<file path="config.mk">
export PLATFORM = sky130hd
export DESIGN_NAME = uart_packetizer_framed
export DESIGN_NICKNAME = d
export VERILOG_FILES = /design/src/rtl/uart_packetizer_framed.sv
export SDC_FILE = /design/constraint.sdc
export NUM_CORES = 1
export LEC_CHECK = 0
export CORE_ASPECT_RATIO = 2
export CORE_UTILIZATION = 25
export CTS_CLUSTER_DIAMETER = 100
export CTS_CLUSTER_SIZE = 12
export DETAILED_ROUTE_END_ITERATION = 10
export GPL_TIMING_DRIVEN = 0
export PLACE_DENSITY = 0.38
export SETUP_SLACK_MARGIN = 0.05
export SYNTH_ARGS = -nofsm -noshare
export SYNTH_HDL_FRONTEND = slang
export SYNTH_SLANG_ARGS = --single-unit
</file>
<file path="constraint.sdc">
create_clock -name clk -period 3.1 [get_ports clk]
set_clock_uncertainty 0.1 [all_clocks]
set_input_delay 0.775 -clock clk [delete_from_list [all_inputs] [get_ports clk]]
set_output_delay 0.775 -clock clk [all_outputs]
set_load 0.02 [all_outputs]
</file>
<file path="src/rtl/uart_packetizer_framed.sv">
// uart_packetizer_framed: byte FIFO feeding a framed-packet UART transmitter.
// Packet on the wire: SOF_BYTE, LEN, LEN payload bytes, XOR(LEN, payload).
// Each byte is sent as 8N1, LSB first. Define UART_PARITY_EN to add an
// even-parity bit after data bit 7 (8E1 frames).
module uart_packetizer_framed #(
    parameter int         DEPTH        = 16,
    parameter int         MAX_LEN      = 8,
    parameter int         CLKS_PER_BIT = 868,
    parameter logic [7:0] SOF_BYTE     = 8'hA5
) (
    input  logic                   clk,
    input  logic                   rst,
    input  logic [7:0]             data_in,
    input  logic                   data_valid,
    output logic                   data_ready,
    input  logic                   flush,
    output logic                   serial_out,
    output logic                   tx_busy,
    output logic                   pkt_done,
    output logic [$clog2(DEPTH):0] fifo_level
);
    localparam int AW = $clog2(DEPTH);
    localparam int LW = AW + 1;
    localparam int CW = (CLKS_PER_BIT > 1) ? $clog2(CLKS_PER_BIT) : 1;
`ifdef UART_PARITY_EN
    localparam int NBITS = 11;
`else
    localparam int NBITS = 10;
`endif
    // shift register holds everything after the start bit
    localparam int SW = NBITS - 1;

    typedef enum logic [2:0] {IDLE, SOF, LEN, PAY, CSUM, DONE} state_t;

    logic [7:0]    mem_q [DEPTH];
    logic [AW-1:0] wr_ptr_q, wr_ptr_d, rd_ptr_q, rd_ptr_d;
    logic [LW-1:0] lvl_q, lvl_d;
    logic          wr_en, pop;
    logic [7:0]    head;

    state_t        state_q, state_d;
    logic [7:0]    len_q, len_d, rem_q, rem_d, csum_q, csum_d;
    logic [CW-1:0] cnt_q, cnt_d;
    logic [3:0]    bit_q, bit_d;
    logic [SW-1:0] shift_q, shift_d;
    logic          active_q, active_d, serial_q, serial_d;
    logic          busy_q, busy_d, done_q, done_d, pend_q, pend_d;
    logic          start, frame_end, load;
    logic [7:0]    load_byte;

    assign data_ready = (lvl_q != LW'(DEPTH));
    assign wr_en      = data_valid && data_ready;
    assign head       = mem_q[rd_ptr_q];
    assign fifo_level = lvl_q;
    assign serial_out = serial_q;
    assign tx_busy    = busy_q;
    assign pkt_done   = done_q;

    // FIFO storage: written from the input port only, no reset needed
    always_ff @(posedge clk) begin
        if (wr_en) mem_q[wr_ptr_q] <= data_in;
    end

    // FIFO pointers wrap naturally since DEPTH is a power of two
    always_comb begin
        wr_ptr_d = wr_ptr_q + AW'(wr_en);
        rd_ptr_d = rd_ptr_q + AW'(pop);
        lvl_d    = lvl_q + LW'(wr_en) - LW'(pop);
    end

    // Bit timer, flush latch and packet sequencing
    always_comb begin
        state_d   = state_q;
        len_d     = len_q;
        rem_d     = rem_q;
        csum_d    = csum_q;
        cnt_d     = cnt_q;
        bit_d     = bit_q;
        shift_d   = shift_q;
        active_d  = active_q;
        serial_d  = serial_q;
        busy_d    = busy_q;
        done_d    = 1'b0;
        pend_d    = pend_q;
        pop       = 1'b0;
        load      = 1'b0;
        load_byte = 8'h00;
        start     = (state_q == IDLE) &&
                    ((lvl_q >= LW'(MAX_LEN)) || (pend_q && lvl_q != '0));
        frame_end = active_q && (cnt_q == CW'(CLKS_PER_BIT - 1)) &&
                    (bit_q == 4'(NBITS - 1));

        // advance the current frame; the line returns high after the stop bit
        if (active_q) begin
            if (cnt_q == CW'(CLKS_PER_BIT - 1)) begin
                cnt_d = '0;
                if (bit_q == 4'(NBITS - 1)) begin
                    active_d = 1'b0;
                    serial_d = 1'b1;
                end else begin
                    bit_d    = bit_q + 4'd1;
                    serial_d = shift_q[0];
                    shift_d  = shift_q >> 1;
                end
            end else begin
                cnt_d = cnt_q + CW'(1);
            end
        end

        // an idle flush with nothing buffered is dropped so no empty packet follows
        if (flush) pend_d = !(state_q == IDLE && lvl_q == '0);
        if (start) pend_d = 1'b0;

        // a new frame is loaded on the stop bit's last cycle so bytes run back-to-back
        case (state_q)
            IDLE: if (start) begin
                state_d = SOF;
                len_d   = (lvl_q >= LW'(MAX_LEN)) ? 8'(MAX_LEN) : 8'(lvl_q);
                csum_d  = 8'h00;
                busy_d  = 1'b1;
            end
            SOF: if (!active_q) begin
                load      = 1'b1;
                load_byte = SOF_BYTE;
            end else if (frame_end) begin
                load      = 1'b1;
                load_byte = len_q;
                csum_d    = csum_q ^ len_q;
                state_d   = LEN;
            end
            LEN: if (frame_end) begin
                load      = 1'b1;
                load_byte = head;
                pop       = 1'b1;
                csum_d    = csum_q ^ head;
                rem_d     = len_q - 8'd1;
                state_d   = PAY;
            end
            PAY: if (frame_end) begin
                load = 1'b1;
                if (rem_q != 8'd0) begin
                    load_byte = head;
                    pop       = 1'b1;
                    csum_d    = csum_q ^ head;
                    rem_d     = rem_q - 8'd1;
                end else begin
                    load_byte = csum_q;
                    state_d   = CSUM;
                end
            end
            CSUM: if (frame_end) begin
                state_d = DONE;
                busy_d  = 1'b0;
                done_d  = 1'b1;
            end
            DONE:    state_d = IDLE;
            default: state_d = IDLE;
        endcase

        // frame = start bit on the line now, rest queued LSB first
        if (load) begin
`ifdef UART_PARITY_EN
            shift_d = {1'b1, ^load_byte, load_byte};
`else
            shift_d = {1'b1, load_byte};
`endif
            serial_d = 1'b0;
            cnt_d    = '0;
            bit_d    = '0;
            active_d = 1'b1;
        end
    end

    // State registers; reset aborts any frame and forces the line high
    always_ff @(posedge clk or negedge rst) begin
        if (!rst) begin
            wr_ptr_q <= '0;
            rd_ptr_q <= '0;
            lvl_q    <= '0;
            state_q  <= IDLE;
            len_q    <= 8'h00;
            rem_q    <= 8'h00;
            csum_q   <= 8'h00;
            cnt_q    <= '0;
            bit_q    <= '0;
            shift_q  <= '1;
            active_q <= 1'b0;
            serial_q <= 1'b1;
            busy_q   <= 1'b0;
            done_q   <= 1'b0;
            pend_q   <= 1'b0;
        end else begin
            wr_ptr_q <= wr_ptr_d;
            rd_ptr_q <= rd_ptr_d;
            lvl_q    <= lvl_d;
            state_q  <= state_d;
            len_q    <= len_d;
            rem_q    <= rem_d;
            csum_q   <= csum_d;
            cnt_q    <= cnt_d;
            bit_q    <= bit_d;
            shift_q  <= shift_d;
            active_q <= active_d;
            serial_q <= serial_d;
            busy_q   <= busy_d;
            done_q   <= done_d;
            pend_q   <= pend_d;
        end
    end
endmodule

</file>
; Yosys cells after proc, flatten, opt, wreduce, memory -nomap -nowiden
; Memories as Yosys holds them, arrays and structs flattened.
; Cells that the tools add are included.
[op_classes]
addsub = 8
magnitude_cmp = 1
n_eq_ne = 16
muxes = 59
bitwise = 2
reduce_logical = 26
[ops]
columns = op, n
row1 = 8-bit two-way mux, 14
row2 = 9-bit two-way mux, 4
row3 = 8-bit case mux with 4 select lines, 1
row4 = 10-bit two-way mux, 3
row5 = 8-bit case mux with 3 select lines, 1
row6 = 3-bit two-way mux, 7
row7 = 1-bit two-way mux, 19
row8 = 2-bit inequality test (second input constant), 9
row9 = 4-bit two-way mux, 4
row10 = 8-bit case mux with 2 select lines, 1
row11 = 8-bit by 1-bit subtractor with 8-bit output (second input constant), 2
row12 = 8-bit bitwise XOR, 2
row13 = 3-bit case mux with 5 select lines, 1
row14 = 7-bit AND reduction, 2
row15 = 10-bit by 1-bit adder with 10-bit output (second input constant), 1
row16 = 10-bit == test (second input constant), 1
row17 = 2-bit nonzero test, 5
row18 = 4-bit by 1-bit adder with 4-bit output, 2
row19 = 8-bit nonzero test, 1
row20 = 3-bit by 2-bit == test with 1-bit output (second input constant), 2
row21 = 1-bit logical AND, 6
row22 = 1-bit case mux with 2 select lines, 3
row23 = 3-bit AND reduction, 2
row24 = 5-bit by 1-bit adder with 5-bit output, 1
row25 = 17 further kinds, 18
[word_totals]
regBits = 68
ram_bits = 128
input_bits = 12
out_inout_bits = 9
wordCells = 128
mem_count = 1
[memory_table]
columns = memory, words, word_bits, read_ports, rd_clocked_by_memory_dff, wr, line_no
row1 = mem_q, 16, 8, 1, 0, 1, 35  ; logic [7:0] mem_q [DEPTH];

; Logic depth before layout (Yosys ltp)
; Gate-level depths: netlist of the first run.
[logic_depth]
ltp_word = 8
mapped_depth = 17
ltp_nobuf = 16

; Worst setup path after synthesis of the first run
; Ideal clock, no wire load.
[synth_timing]
path_kind = register to register
startpoint = register rem_q[1]
endpoint = register lvl_q[4], in the netlist fifo_level[4]
setup_ns = 0.079
t_arrival_ns = 2.697
t_required_ns = 2.921
slack_ns = 0.224
stages_incl_launch_ff = 17
n_path_buf = 1
synth_period_minus_slack_ns = 2.876
cell_sequence = dfrtp_1 or4_4 nor4b_4 nand2_1 nand3_2 inv_2 buf_6 nand2_1 nand2_1 ha_1 inv_1 fa_1 inv_1 a21oi_1 nor2_1 nor2_1 xor2_1
[synth_via]
elab_chain_len = 5
[synth_rtl]
columns = item, line_no
row1 = "start, declared", 42  ; logic [7:0] len_q, len_d, rem_q, rem_d, csum_q, csum_d;
row2 = "start signal, assigned", 198  ; rem_q <= rem_d;
row3 = 8-bit nonzero test, 141  ; if (rem_q != 8'd0) begin
row4 = 1-bit two-way mux, 141
row5 = 1-bit two-way mux, 139  ; PAY: if (frame_end) begin
row6 = 1-bit case mux with 2 select lines, 115  ; case (state_q)
row7 = 5-bit by 1-bit subtractor with 5-bit output, 68  ; lvl_d = lvl_q + LW'(wr_en) - LW'(pop);
row8 = via lvl_d[4], 37  ; logic [LW-1:0] lvl_q, lvl_d;
row9 = "end signal, assigned", 195  ; lvl_q <= lvl_d;
row10 = "end, declared", 37
; The timed path passes the listed nets, and every way through them passes these cells.
; A chain may end at the register's enable or synchronous reset.

; Worst setup path in the final report of the first run
; Same ends and word-level chain as after synthesis.

==> run_results.csv, run 1 <==
group,metric,value,unit
logic_synthesis,yosysUniqueCellTypes,75,
sta,slew_viol_final,0,
die,die_h,268.1,µm
die,die_area,36200,µm²
sta,setup_violations,0,
cells_and_area,mostFrequentLayoutCell,"edfxtp_1",
clock_tree,root_buffer,"clkbuf_16",
critical_path,critPathArrivalTime,3.17,ns
place,io_buffers,20,
critical_path,cp_data_required_time,3.33,ns
clock_tree,clock-sinks,193,
critical_path,worstReg2RegStart,"rem_q[1]",
run,max_cap_viol_count,0,
sta,setup_ws,0.1618,ns
critical_path,critPathKind,"register to register",
logic_synthesis,synthAdderAreaFrac,0.02460,
die,rows,97,
logic_synthesis,synth_top_family_by_area,"compound AO/OA/AOI/OAI gates",
cells_and_area,fin_util,0.2995,
global_route,grt_use_total,0.1406,
critical_path,cpMaxStageDelayCell,"or4_4",
hold_path,whs_path_depth,2,
sta,rsz0062_at_grt,"yes",
logic_synthesis,syn_inst,681,
cells_and_area,fin_area,10470,µm²
cells_and_area,final_cell_mix,"128 x edfxtp_1, 66 x nor2_1, 57 x nand2_1",
sta,slew-limit-headroom,0.2353,
critical_path,rrSetupSlack,0.16,ns
cells_and_area,drive_above_1_share,0.1758,
global_route,grt_pass1_wl,36020,µm
logic_synthesis,syn-mean-instance-area,12.99,µm²
sta,final.setup.tns,0,ns
die,chipWidth,135.0,µm
routing,vias,5688,
place,place_congestion,0.7681,
routing,ant_nets,0,
global_route,overflow,0,
clock_tree,htree_num_levels,4,
clock_tree,cts_buffers,17,
critical_path,critPathMaxFanout,2,
cells_and_area,finalNetCount,767,
logic_synthesis,synth_xor_xnor_area_share,0.01782,
clock_tree,insertion_delay,0.45,ns
hold_path,hp-start,"shift_q[8]",
logic_synthesis,synth-main-ff-cell,"edfxtp_1",
routing,vias_per_cell,4.756,
logic_synthesis,syn_nets,709,
logic_synthesis,async_flop_share,0.3368,
place,dp_cells,1151,
sta,fmax,340.3,MHz
critical_path,reg2reg_depth,15,
clock_tree,clk_pin_slew,0.08,ns
critical_path,cp_cell_sequence,"or4_4 -> nor4b_4 -> nand2_2 -> nand3_4 -> buf_8 -> nand2_2 -> nand2_4 -> ha_4 -> inv_2 -> fa_2 -> inv_2 -> a21oi_2 -> nor2_1 -> nor2_1 -> xor2_1",
hold_path,hold_class,"register to register",
logic_synthesis,synth-seq-cells,193,
critical_path,end_kind,"register",
power,leakage,3.747,nW
global_route,grt_max_degree,65,
clock_tree,cts_tree,"yes",
critical_path,cp-start-kind,"register",
clock_tree,clockBufferDepth,2,
routing,drc,0,
hold_path,min_to,"shift_q[8]",
outcome,status,"completed",
sta,worstMarginPinSlew,1.143,ns
critical_path,slowest_delay,0.57,ns
routing,post_drt_wl_per_cell,20.10,µm
critical_path,r2r_end,"fifo_level[4]",
power,power,6.191,mW
logic_synthesis,yosysWarnings,0,
power,vdd_drop_max,0.0003209,V
die,start_util,0.2532,
cells_and_area,area_growth,18.30,%
global_route,antenna_found_initial,0,
logic_synthesis,synth_compound_area_frac,0.1118,
sta,period_minus_slack,2.938,ns
die,core,34950,µm²
logic_synthesis,synth-simple-area-share,0.1104,
routing,first_iter_violations,303,
sta,hold_violations,0,
place,place_hpwl,17850,µm
cells_and_area,n_antenna_cell,0,
die,ios,21,
routing,drtPass1Iterations,5,
global_route,grt_pass1_vias,6069,
logic_synthesis,synth-edff-count,128,
sta,hold_slack,0.3709,ns
logic_synthesis,netlist_area,8848,µm²
power,powerDensity,591.4,nW/µm²
place,preCtsSetupSlack,-0.5122,ns
logic_synthesis,synth-seq-area-share,0.6196,
cells_and_area,fin_cells,1196,
routing,routed_wl,24040,µm
place,placed_area,9692,µm²
logic_synthesis,synth_mux_area_frac,0.08710,
critical_path,setup.worst_path.start,"rem_q[1]",
sta,min_period_over_period,0.9478,
-- registers in the layout (all words and copies together), names as in the netlist, 3 cells and up --
register,count
mem_q,128
cnt_q,10
shift_q,9
csum_q,8
rem_q,8
fifo_level,5
len_q,5
bit_q,4
rd_ptr_q,4
wr_ptr_q,4
state_q,3
-- metal layers --
metal	wire length, µm	global-route usage	part of all wire	up-vias
met5	0	0	0	-
met4	1021	0.07804	0.042	0
met3	478	0.02641	0.020	46
met2	14370	0.2868	0.60	87
met1	8166	0.1241	0.34	2877
li1	-	-	-	2678
-- worst max-delay path, delay by kind of cell (launching register included) --
| family | cells | cell delay [ns] |
|---|---|---|
| fa+ha+maj | 2 | 0.47 |
| buf+inv | 3 | 0.23 |
| flops | 1 | 0.39 |
| simple gates | 8 | 1.43 |
| xor+xnor | 1 | 0.14 |
| compound gates | 1 | 0.04 |
-- cell usage after synthesis (6+ instances only) --
cell type,n,share of area
clkbuf_1,18,0.0076
a21oi_1,24,0.014
buf_2,9,0.0051
nor3_1,13,0.0074
nand3_1,14,0.0079
inv_1,17,0.0072
mux4_2,15,0.038
nor2_1,67,0.028
a22oi_1,13,0.011
nand2b_1,8,0.0057
o21ai_0,28,0.016
edfxtp_1,128,0.43
ha_1,15,0.021
o211ai_1,7,0.0059
nand2_1,61,0.026
nor2b_1,6,0.0042
xor2_1,13,0.013
a211oi_1,8,0.0068
dfrtp_1,55,0.16
mux2_2,7,0.0089
a221oi_1,13,0.013
mux2i_1,32,0.036
dfstp_2,10,0.030
-- cells by family (layout without fill, tap and decap cells) --
family          Yosys count  count (layout)
xor+xnor                 18              18
simple gates            202             202
mux                      57              57
flops                   193             193
compound gates          140             140
buf+inv                  54             124
fa+ha+maj                17              17
-- timing repair --
| item | 4_1_cts | 5_1_grt |
|---|---|---|
| hold buffers | 1 | 0 |
| pin swaps | 9 | 6 |
| setup buffers | 9 | 4 |
| gates resized for setup | 18 | 8 |
| endpoints found under the setup margin | 5 | 2 |
| hold endpoints to repair | 1 | 0 |
-- how the worst max path moves through the flow --
stage,to,slack (ns),cells past startpoint
final,fifo_level[4],0.16,15
after global routing,fifo_level[4],0.03,16
after CTS,fifo_level[4],0.02,15
after detailed placement,fifo_level[4],-0.51,17
after global placement,bit_q[3],-1.29,1
after floorplan,fifo_level[4],0.22,16
-- layout make-up --
cell class,instances,area (µm²)
timing repair buffer,39,381.6
fill,3538,24490
sequential,193,5483
inverter,18,72.57
multi-input combinational,434,3201
buffer,36,196.4
tap,445,556.8
clock inverter,12,143.9
clock buffer,19,432.9
-- report_power, final --
part           internal, mW  total [mW]  leakage (nW)  switching [mW]
clock                  1.21        2.21         0.283            1.01
combinational         0.325       0.880          1.51           0.555
sequential             3.00        3.10          1.96           0.101
total                  4.53        6.19          3.75            1.67
Note: power is estimated with default switching activity, not from simulation.
==> inputs of run 2 (changes only) <==
- PLACE_DENSITY: 0.38 -> 0.37
- clock period: 3.1 -> 3.46 ns (I/O delays scaled with it)
==> run_results.csv, run 2 (synthesis gave the netlist of run 1 again) <==
group,metric,value,unit
routing,drtPass1Iterations,4,
critical_path,end_kind,"register",
cells_and_area,mostFrequentLayoutCell,"edfxtp_1",
place,placed_area,9696,µm²
sta,fmax,309.3,MHz
routing,first_iter_violations,325,
power,powerDensity,538.8,nW/µm²
routing,drc,0,
power,seqPwrFrac,0.496,
clock_tree,clk_pin_slew,0.08,ns
routing,post_drt_wl_per_cell,20.54,µm
sta,slew-limit-headroom,0.1844,
routing,routed_wl,24420,µm
cells_and_area,final_cell_mix,"128 x edfxtp_1, 66 x nor2_1, 59 x nand2_1",
critical_path,critPathArrivalTime,3.50,ns
global_route,overflow,0,
clock_tree,postCtsHoldBufs,0,
power,p_comb_frac,0.137,
routing,vias,5639,
global_route,antenna_found_initial,0,
sta,setup_violations,0,
place,place_congestion,0.7466,
sta,period_minus_slack,3.234,ns
sta,slew_viol_final,0,
cells_and_area,fin_area,10380,µm²
cells_and_area,largest_register,"mem_q",
die,die_area,36200,µm²
cells_and_area,fin_cells,1189,
cells_and_area,area_growth,17.28,%
global_route,grt_pass1_vias,6062,
critical_path,r2r_end,"fifo_level[4]",
cells_and_area,top_regs,"mem_q x128, cnt_q x10, shift_q x9",
run,max_cap_viol_count,0,
cells_and_area,finalNetCount,759,
critical_path,critPathMaxFanout,10,
die,rows,97,
clock_tree,cts_tree,"yes",
power,sw_frac_of_total,0.2851,
die,die_h,268.1,µm
clock_tree,clockBufferDepth,2,
power,clkPwrFrac,0.367,
place,place_hpwl,18140,µm
critical_path,cp_data_required_time,3.73,ns
critical_path,worstReg2RegStart,"rem_q[0]",
routing,ant_nets,0,
global_route,grt_use_total,0.1458,
power,leakage,3.699,nW
sta,hold_violations,0,
critical_path,critPathKind,"register to register",
hold_path,hold_class,"input port to async pin",
critical_path,crit_end,"fifo_level[4]",
cells_and_area,n_antenna_cell,0,
cells_and_area,largest_reg_flops,128,
clock_tree,insertion_delay,0.45,ns
cells_and_area,drive_above_1_share,0.1613,
outcome,status,"completed",
clock_tree,cts_buffers,17,
global_route,grt_pass1_wl,37430,µm
place,dp_cells,1151,
die,core,34950,µm²
die,chipWidth,135.0,µm
sta,rsz0062_at_grt,"no",
sta,min_period_over_period,0.9345,
die,ios,21,
global_route,grt_max_degree,66,
die,start_util,0.2532,
clock_tree,htree_num_levels,4,
power,power.switching,1.594,mW
power,vdd_drop_max,0.0003492,V
power,p_int,3.997,mW
critical_path,reg2reg_depth,17,
critical_path,rrSetupSlack,0.23,ns
critical_path,setup.worst_path.start,"rem_q[0]",
clock_tree,root_buffer,"clkbuf_16",
clock_tree,clock-sinks,193,
sta,worstMarginPinSlew,1.219,ns
critical_path,cp-start-kind,"register",
routing,vias_per_cell,4.743,
place,io_buffers,20,
-- run 2: per-layer routing --
metal | share of wire | track usage
met5 | 0 | 0
met4 | 0.042 | 0.08078
met3 | 0.015 | 0.02603
met2 | 0.60 | 0.2951
met1 | 0.34 | 0.1318
-- run 2: worst min-delay path by stage --
stage,endpoint,cells past startpoint
3_5_place_dp,shift_q[8],2
6_report,rem_q[1],2
2_1_floorplan,shift_q[8],2
3_3_place_gp,shift_q[8],2
5_1_grt,rem_q[3],2
4_1_cts,rem_q[3],2
-- run 2: power by group through the flow --
stage / sequential (mW) / combinational [mW] / clock [mW]
6_report: 2.77 / 0.765 / 2.05
2_1_floorplan: 2.83 / 0.407 / 0
3_5_place_dp: 2.82 / 0.776 / 0
4_1_cts: 2.77 / 0.778 / 2.12
3_3_place_gp: 2.82 / 0.717 / 0
5_1_grt: 2.79 / 0.859 / 2.19
-- run 2: timing repair --
action,in CTS,in global routing
buffers inserted,3,3
endpoints found under the hold margin,0,0
resized for setup,2,6
pin swaps,2,4
gates cloned,0,0
setup endpoints to repair,1,1
-- run 2: layout make-up --
class,count,area (µm²)
Clock inverter,15,182.7
Timing Repair Buffer,31,315.3
Multi-Input combinational cell,434,3159
Tap cell,445,556.8
Clock buffer,17,425.4
Fill cell,3570,24580
Buffer,36,185.2
Inverter,18,70.07
Sequential cell,193,5483
-- run 2: stage by stage --
stage                     hold slack (ns)  setup WS, ns  setup TNS, ns  total power [mW]    util
after floorplan                    0.3392        0.5841              0             3.237       -
after global placement             0.3520        -1.016         -65.81             3.536  0.2748
after detailed placement           0.3616       -0.1332        -0.1332             3.599  0.2774
after CTS                          0.2981        0.1263              0             5.672  0.2957
after global routing               0.3033       0.06124              0             5.843  0.2969
final                              0.2946        0.2265              0             5.591  0.2969
-- run 2: worst max-delay path, cell delays in order (launching register included) --
cell and delay (ns):
dfrtp_1 0.41, or4_4 0.58, nor4b_4 0.26, buf_4 0.18
nand2_2 0.09, nand3_4 0.14, inv_4 0.07, buf_6 0.16
nand2_2 0.09, nand2_1 0.06, ha_1 0.19, inv_1 0.07
fa_2 0.20, inv_1 0.05, a21oi_2 0.11, nor2_1 0.05
nor2_1 0.14, xor2_1 0.18
